### src/rtl/fifo_wr_arbiter.sv
// Round-robin write arbiter: four packet sources share one FIFO write port.
// Latency: one IDLE cycle to grant, then winc follows the granted req_valid combinationally.
// Backpressure: wfull stalls the granted source (req_ready=0), grant and beat count held.
//
// Ports:
//   wclk, wrst           clock, asynchronous active-high reset
//   req_valid/data/last  per-source word valid, word (slice k*DW), end-of-packet flag
//   req_ready            per-source word-accepted strobe (equals winc on the granted source)
//   wfull, winc, wdata   FIFO write side
//   grant_id, busy       current grant index, high while a grant is held
module fifo_wr_arbiter #(
  parameter int DW        = 8,
  parameter int MAX_BURST = 8
) (
  input  logic            wclk,
  input  logic            wrst,
  input  logic [3:0]      req_valid,
  input  logic [4*DW-1:0] req_data,
  input  logic [3:0]      req_last,
  output logic [3:0]      req_ready,
  input  logic            wfull,
  output logic            winc,
  output logic [DW-1:0]   wdata,
  output logic [1:0]      grant_id,
  output logic            busy
);

  typedef enum logic {IDLE, XFER} state_t;

  state_t     state;
  logic [1:0] last_grant;
  logic [7:0] beat_cnt;
  logic [1:0] winner;
  logic [1:0] cand;
  logic       found;
  logic       last_beat;

  // Round-robin search: scan last_grant+1, +2, +3, +4 (mod 4) and keep the first hit.
  always_comb begin
    winner = last_grant + 2'd1;
    found  = 1'b0;
    cand   = 2'd0;
    for (int i = 1; i <= 4; i++) begin
      cand = last_grant + 2'(i);
      if (!found && req_valid[cand]) begin
        winner = cand;
        found  = 1'b1;
      end
    end
  end

  // Write path is combinational so a source can stream one word per cycle.
  always_comb begin
    winc      = (state == XFER) && req_valid[grant_id] && !wfull;
    req_ready = winc ? (4'b0001 << grant_id) : 4'b0000;
    wdata     = req_data[grant_id*DW +: DW];
    // This beat ends the grant if the source marks it last or the burst limit is hit.
    last_beat = req_last[grant_id] || (({1'b0, beat_cnt} + 9'd1) == 9'(MAX_BURST));
  end

  always_ff @(posedge wclk or posedge wrst) begin
    if (wrst) begin
      state      <= IDLE;
      grant_id   <= 2'd0;
      last_grant <= 2'd3;
      beat_cnt   <= 8'd0;
      busy       <= 1'b0;
    end else begin
      case (state)
        IDLE: begin
          if (found) begin
            state    <= XFER;
            busy     <= 1'b1;
            grant_id <= winner;
            beat_cnt <= 8'd0;
          end
        end
        XFER: begin
          if (winc) begin
            beat_cnt <= beat_cnt + 8'd1;
            if (last_beat) begin
              // Returning through IDLE guarantees a gap cycle between grants.
              state      <= IDLE;
              busy       <= 1'b0;
              last_grant <= grant_id;
            end
          end
        end
        default: begin
          state <= IDLE;
          busy  <= 1'b0;
        end
      endcase
    end
  end

endmodule

### config.mk
export PLATFORM = sky130hd
export DESIGN_NAME = fifo_wr_arbiter
export DESIGN_NICKNAME = d
export VERILOG_FILES = /design/src/rtl/fifo_wr_arbiter.sv
export SDC_FILE = /design/constraint.sdc
export NUM_CORES = 1
export LEC_CHECK = 0
export BUFFER_PORTS_ARGS = -buffer_cell sky130_fd_sc_hd__buf_4
export CORE_MARGIN = 10
export CORE_UTILIZATION = 45
export DETAILED_ROUTE_END_ITERATION = 10
export HOLD_SLACK_MARGIN = 0.15
export PLACE_DENSITY = 0.81
export SLEW_MARGIN = 20
export SYNTH_ARGS = -nofsm -noshare
export SYNTH_HDL_FRONTEND = slang
export SYNTH_SLANG_ARGS = --single-unit
### constraint.sdc
create_clock -name wclk -period 5.45 [get_ports wclk]
set_input_delay 0.2725 -clock wclk [delete_from_list [all_inputs] [get_ports wclk]]
set_output_delay 0.2725 -clock wclk [all_outputs]
set_load 0.05 [all_outputs]
### Word-level counts from Yosys, hierarchy flattened

Cells that the tools add are included.
W data, S select, Z words.

* word-level logic and storage cells: 67
* latch bits: 0
* ROM bits: 0
* bits of input ports: 43
* flip-flop bits (word level): 14
* memories: 0
* memory bits (writable): 0

* equality and inequality tests: 4
* divide/modulo/power cells: 0
* $lt $le $gt $ge: 5
* reductions and logical operators: 14
* $mul: 0
* muxes and demuxes: 31
* add/subtract/negate cells: 5
* bitwise logic cells: 1
* shifts and indexed selects: 2

Operators by type and width (number)
* $shiftx A32 B6 Y8: 1
* $mux W1: 16
* $mux W8: 2
* $pmux W8 S2: 1
* $lt A2 B3 Y1 const B: 5
* $bmux W1 S2: 6
* $add A8 B1 Y9 const B: 1
* $eq A9 B4 Y1 const B: 1
* $add A8 B1 Y8 const B: 1
* $mux W2: 3
* $reduce_and A3 Y1: 2
* $logic_and A1 B1 Y1: 5
* $add A2 B2 Y2 const B: 2
* $logic_not A1 Y1: 4
* $mux W4: 1
* $ne A2 B2 Y1 const B: 2
* $pmux W1 S2: 2
* $reduce_and A2 Y1: 2
* $shl A1 B2 Y4 const A: 1
* $add A2 B1 Y2 const B: 1
* $ne A2 B1 Y1 const B: 1
* $logic_or A1 B1 Y1: 1
* $not A1 Y1: 1

### Longest topological paths before layout

Gate-level depths: netlist of the first run.

* word-level depth: 15
* depth in mapped cells: 7

### Least setup slack after synthesis of the first run

Ideal clock, no wire load.

* kind: register to output
* from: register grant_id[0]
* to: output port req_ready[0]
* arrival time: 2.333 ns
* buffers on the path: 2
* data required time: 5.178 ns
* slack: 2.845 ns
* stages on the path, launching flop included: 5
* cell sequence: dfrtp_1 -> buf_2 -> buf_2 -> nand2b_1 -> nor3b_1

* word-level cells in the longest chain between the ends: 5
* elaborated cells between the ends (all ways): 6
* those cells by class: shift (1); mux (3); reduce/logical (2)

Ends and longest elaborated chain
* start, declared: line 24 `output logic [1:0] grant_id,`
* start signal, assigned: line 74 `grant_id <= winner;`
* $bmux W1 S2: line 54 `winc = (state == XFER) && req_valid[grant_id] && !wfull;`
* $mux W1 (not written as such): line 54
* $logic_and A1 B1 Y1 (2 in series): line 54
* $mux W4 *: line 55 `req_ready = winc ? (4'b0001 << grant_id) : 4'b0000;`
* end, declared: line 20 `output logic [3:0] req_ready,`

Mark *: on every way between the ends. The rest lies on a longest branch, timed or not. The select of a mux whose other input is x is not followed.

### Worst setup path in the final report of the first run

* from: register grant_id[1]
* to: output port winc

* word-level cells in the longest chain between the ends: 4

Ends and longest elaborated chain
* $bmux W1 S2: line 54
* $mux W1 (not written as such): line 54
* $logic_and A1 B1 Y1 (2 in series): line 54
* end, declared: line 22 `output logic winc,`

No other way between the ends. The select of a mux whose other input is x is not followed.

==> results.cfg, run 1 <==
[critical_path]
crit_path_start_kind = flip-flop
crit_path_end_kind = primary output
worstPathRequired_ns = 5.18
crit_type = flip-flop to primary output
crit_path_top_delay_cell = dfrtp_1
crit_arrival_ns = 2.26
crit_path_max_incr_delay_ns = 0.76
worstPathCellList = mux4_2 -> nand2_2 -> inv_2 -> buf_4
crit_fanout = 18
r2r_slack_ns = 3.17

[cells_and_area]
syn2layout_area_growth_pct = 36.94
nNetsFinal = 236
final_common_cell = buf_4
final_cell_mix = buf_4 (58), nor2_1 (14), nand2_1 (12), dfrtp_1 (12), o21ai_0 (11)
fin_area_um2 = 1712
finalNonFillerCells = 221
drive_above_1_share_pct = 42.11
diodes = 0

[global_route]
first_global_vias = 1334
grt_max_degree = 19
grt_usage_pct = 15.23
grt_pass1_wl_mm = 6.624
antenna_found_initial = 0
grt.overflow.total = 0

[clock_tree]
cts_tree = yes
clk_pin_slew_ns = 0.08
clkLatencyLatePin_ns = 0.29
clock-sinks = 14
cts_inserted_buffers = 3
clockBufferDepth = 2
ctsHtreeMaxLevel = 1
clockRootBuffer = clkbuf_4

[place]
gp_congestion = 0.9123
io_buffers = 58
placed_cells = 216
dpl-instance-area_um2 = 1675
hpwl_mm = 3.284

[synthesis]
synth_seq_cells = 14
synth-seq-area-share_pct = 28.23
synth_flop_cell = dfrtp_1
synth-edff-count = 0
async_reset_ff_share_pct = 100.0
ys_warn_count = 0
synth_cell_type_count = 45
syn-mean-instance-area_um2 = 9.191
syn-cell-area_um2 = 1250
synth_cells = 136
syn-num-nets = 181

[floorplanning]
start_util_pct = 46.12
die_w_um = 72.71
io_pins = 59
dieArea_um2 = 5286
die_h_um = 72.71
core-area_um2 = 2710
rows = 19

[sta]
finalClockSkew_ns = 0.01097
finalMaxSlewViolations = 0
hold_viol = 0
timing.final.crit_share_pct = 46.40
setup_viol = 0
rsz0062_at_grt = no
tightest_slew_ns = 0.7438
maxSlewHeadroom_pct = 50.41
min_period_ns = 2.529
fmax_mhz = 395.5
tns_ns = 0

[routing]
ant_nets = 0
drc = 0
drt_iter0_markers = 81
routed_via_density = 6.050
wl_per_cell_um = 18.48
num_vias = 1337
drt_wl_total_mm = 4.083
dr.pass1.iters = 4

[job]
cap_violations = 0

[power]
power_leakage_uw = 0.0007820
p_per_area_nw_per_um2 = 478.3
ir_drop_v = 0.0003509

[run_status]
status = finished clean

[hold_path]
min_path_type = input pin to flip-flop
[worst paths after layout]
kind	to	cells after the start	start
worst max-delay path	winc	4	grant_id[1]
worst min-delay path	grant_id[1]	3	req_valid[1]
worst max register to register	beat_cnt[3]	6	grant_id[1]
worst min register to register	beat_cnt[7]	2	beat_cnt[7]
max in group asynchronous	last_grant[1]	3	wrst
min in group asynchronous	beat_cnt[0]	3	wrst
[state kept, by name, summed over array words and instances, names as in the netlist]
name / count
busy: 1
state: 1
grant_id: 2
beat_cnt: 8
last_grant: 2
[report_power, final]
part	internal [uW]	total, uW	switching, uW
combinational	215	535	320
clock	28.4	65.3	36.9
sequential	138	218	80.0
total	382	819	436
[logic make-up (layout without fill, tap and decap cells)]
logic type               count (synthesis)  count (layout)  share of synthesized area [%]
AND/OR/NAND/NOR                         57              57                          23.92
adder cells (fa/ha/maj)                  2               2                          2.002
flip-flops                              14              14                          28.23
buffers and inverters                   16              70                          6.005
AO/OA/AOI/OAI                           35              35                          20.32
multiplexers                            11              11                          18.82
XOR/XNOR                                 1               1                         0.7008
[cell type report]
class	count	area (um^2)
Inverter	7	26.28
Timing Repair Buffer	59	445.4
Tap cell	31	38.79
Multi-Input combinational cell	106	822.0
Sequential cell	14	352.8
Clock buffer	4	26.28
Fill cell	236	998.5
[Yosys cell counts (4+ instances only)]
cell | count | area [um^2]
o21ai_0 | 11 | 55.05
and3_1 | 4 | 25.02
mux4_2 | 10 | 225.2
nor2_1 | 14 | 52.55
nand3_1 | 5 | 25.02
dfrtp_1 | 12 | 300.3
inv_1 | 6 | 22.52
nand2_1 | 12 | 45.04
nand2b_1 | 4 | 25.02
a21oi_1 | 4 | 20.02
[metrics by stage]
stage	worst slack (ns)	utilization [%]	power (uW)	hold WS, ns
finish	2.921	63.16	818.7	0.4140
global route	2.794	63.16	871.3	0.4302
CTS	2.943	63.16	819.5	0.4067
detailed placement	3.218	61.82	753.3	0.3506
global placement	3.307	61.82	737.3	0.3367
floorplan	2.845	-	610.4	0.1603
[per-layer routing]
metal	wire length [um]	track usage (%)	up-vias	share of wire, %
li1	-	-	616	-
met1	1558	16.79	641	38
met2	2139	27.84	74	52
met3	333	4.218	6	8.2
met4	51	3.797	0	1.2
met5	0	0	-	0
[what timing repair did]
| item | in CTS | in global routing |
|---|---|---|
| gates resized for setup | 0 | 0 |
| endpoints found under the hold margin | 12 | 0 |
| hold buffers | 1 | 0 |
| setup endpoints to repair | 0 | 0 |
| buffers inserted | 0 | 0 |
[critical path: cells and delay by family (launching register included)]
family | cells | cell delay, ns
buffers and inverters | 2 | 0.34
multiplexers | 1 | 0.63
AND/OR/NAND/NOR | 1 | 0.24
flip-flops | 1 | 0.76
(Power assumes the default switching activity.)
==> run 2: changes to the inputs <==
clock period = 2.4 ns   (was 5.45 ns; I/O delays follow)
==> run 2 against run 1 <==
First-iteration DRC count is 6.2% lower. Routed wire length is 0.51% lower. Register-to-register slack worse by 2.9 ns. Sequential power is 91% higher. Critical path type is now flip-flop to flip-flop. Global-route usage is 0.11 points higher. Non-clock buffer count is 2 higher. Power is 130% higher. Clock-buffer cell count stayed put. Critical endpoint is now busy. Cell count is 0.90% higher.
==> results.cfg, run 2 (same netlist as run 1, synthesis figures left out) <==
[run_status]
status = finished clean

[power]
total_power_uw = 1910
p_per_area_nw_per_um2 = 1097
power_leakage_uw = 0.0007986
ir_drop_v = 0.001001

[global_route]
grt_pass1_wl_mm = 6.699
antenna_found_initial = 0
first_global_vias = 1432
grt_max_degree = 18
grt.overflow.total = 0
grt_usage_pct = 15.35

[job]
cap_violations = 0

[sta]
tightest_slew_ns = 0.5350
finalClockSkew_ns = 0.0008815
timing.final.crit_share_pct = 89.60
setup_viol = 0
hold_viol = 0
rsz0062_at_grt = no
fmax_mhz = 465.1
finalMaxSlewViolations = 0
min_period_ns = 2.150
maxSlewHeadroom_pct = 64.29
tns_ns = 0

[floorplanning]
dieArea_um2 = 5286
core-area_um2 = 2710
io_pins = 59
die_w_um = 72.71
die_h_um = 72.71
rows = 19
start_util_pct = 46.12

[routing]
ant_nets = 0
num_vias = 1357
wl_per_cell_um = 18.22
drc = 0
drt_iter0_markers = 76
drt_wl_total_mm = 4.062
routed_via_density = 6.085
dr.pass1.iters = 6

[critical_path]
r2r_cells = 6
crit_arrival_ns = 2.32
reg2reg_to = busy
regToRegStartpoint = beat_cnt[0]
crit_type = flip-flop to flip-flop
r2r_slack_ns = 0.25
startpoint = beat_cnt[0]
crit_path_end_kind = flip-flop
endpoint = busy
crit_path_start_kind = flip-flop
crit_fanout = 6
worstPathRequired_ns = 2.57

[clock_tree]
cts_inserted_buffers = 3
clk_pin_slew_ns = 0.09
clockBufferDepth = 2
ctsHtreeMaxLevel = 1
clkLatencyLatePin_ns = 0.29
clockRootBuffer = clkbuf_4
cts_tree = yes
clock-sinks = 14
cts_resized = 0

[cells_and_area]
top_register = beat_cnt
largest_reg_flops = 8
final_cell_mix = buf_4 (60), nor2_1 (14), nand2_1 (12), dfrtp_1 (12), o21ai_0 (11)
final_common_cell = buf_4
top_regs = beat_cnt (8), grant_id (2), last_grant (2)
syn2layout_area_growth_pct = 39.34
nNetsFinal = 238
drive_above_1_share_pct = 43.75
diodes = 0

[place]
io_buffers = 58
hpwl_mm = 3.314
gp_congestion = 0.9108

[hold_path]
min_path_type = input pin to flip-flop
## run 2: repair_timing
action                                 CTS  global route
hold buffers                             1             0
setup buffers                            0             0
endpoints found under the hold margin   12             0
## run 2: worst max-delay path: stages, from the launching register on
cell       delay (ns)
dfrtp_1          0.44
ha_1             0.28
and3_1           0.28
a21o_1           0.21
a2111oi_4        0.43
nor3b_2          0.30
nor3_1           0.10
## run 2: worst min path at each step
stage / end / start / cells after the start
6_report: grant_id[1] / req_valid[1] / 3
5_1_grt: grant_id[1] / req_valid[1] / 3
4_1_cts: grant_id[1] / req_valid[1] / 3
3_5_place_dp: busy / wrst / 2
3_3_place_gp: grant_id[0] / wrst / 2
2_1_floorplan: beat_cnt[0] / wrst / 1
## run 2: power breakdown
group	switching [uW]	internal, uW
Sequential	99.6	316
Clock	82.3	92.5
Combinational	811	508
## run 2: metrics by stage
stage	setup WS [ns]	cells	area, um^2	hold slack, ns	utilization (%)
4_1_cts	0.2729	223	1742	0.2333	64.27
3_5_place_dp	0.2779	218	1695	0.1966	62.56
6_report	0.2497	223	1742	0.2307	64.27
5_1_grt	0.1363	223	1742	0.2683	64.27
3_3_place_gp	0.3990	218	1695	0.1871	62.56
2_1_floorplan	0.2622	136	1255	0.007788	-
## run 2: final cells by class
type	instances	area [um^2]
Fill cell	229	968.4
Multi-Input combinational cell	106	827.0
Timing Repair Buffer	61	460.4
Sequential cell	14	352.8
Tap cell	31	38.79
Clock buffer	4	36.28
Inverter	7	26.28
## run 2: routing by layer
layer	track usage [%]	share of wire, %	vias up
li1	-	-	622
met1	16.71	38	656
met2	28.90	52	74
met3	3.537	9.7	5
met4	3.586	0.76	0
met5	0	0	-
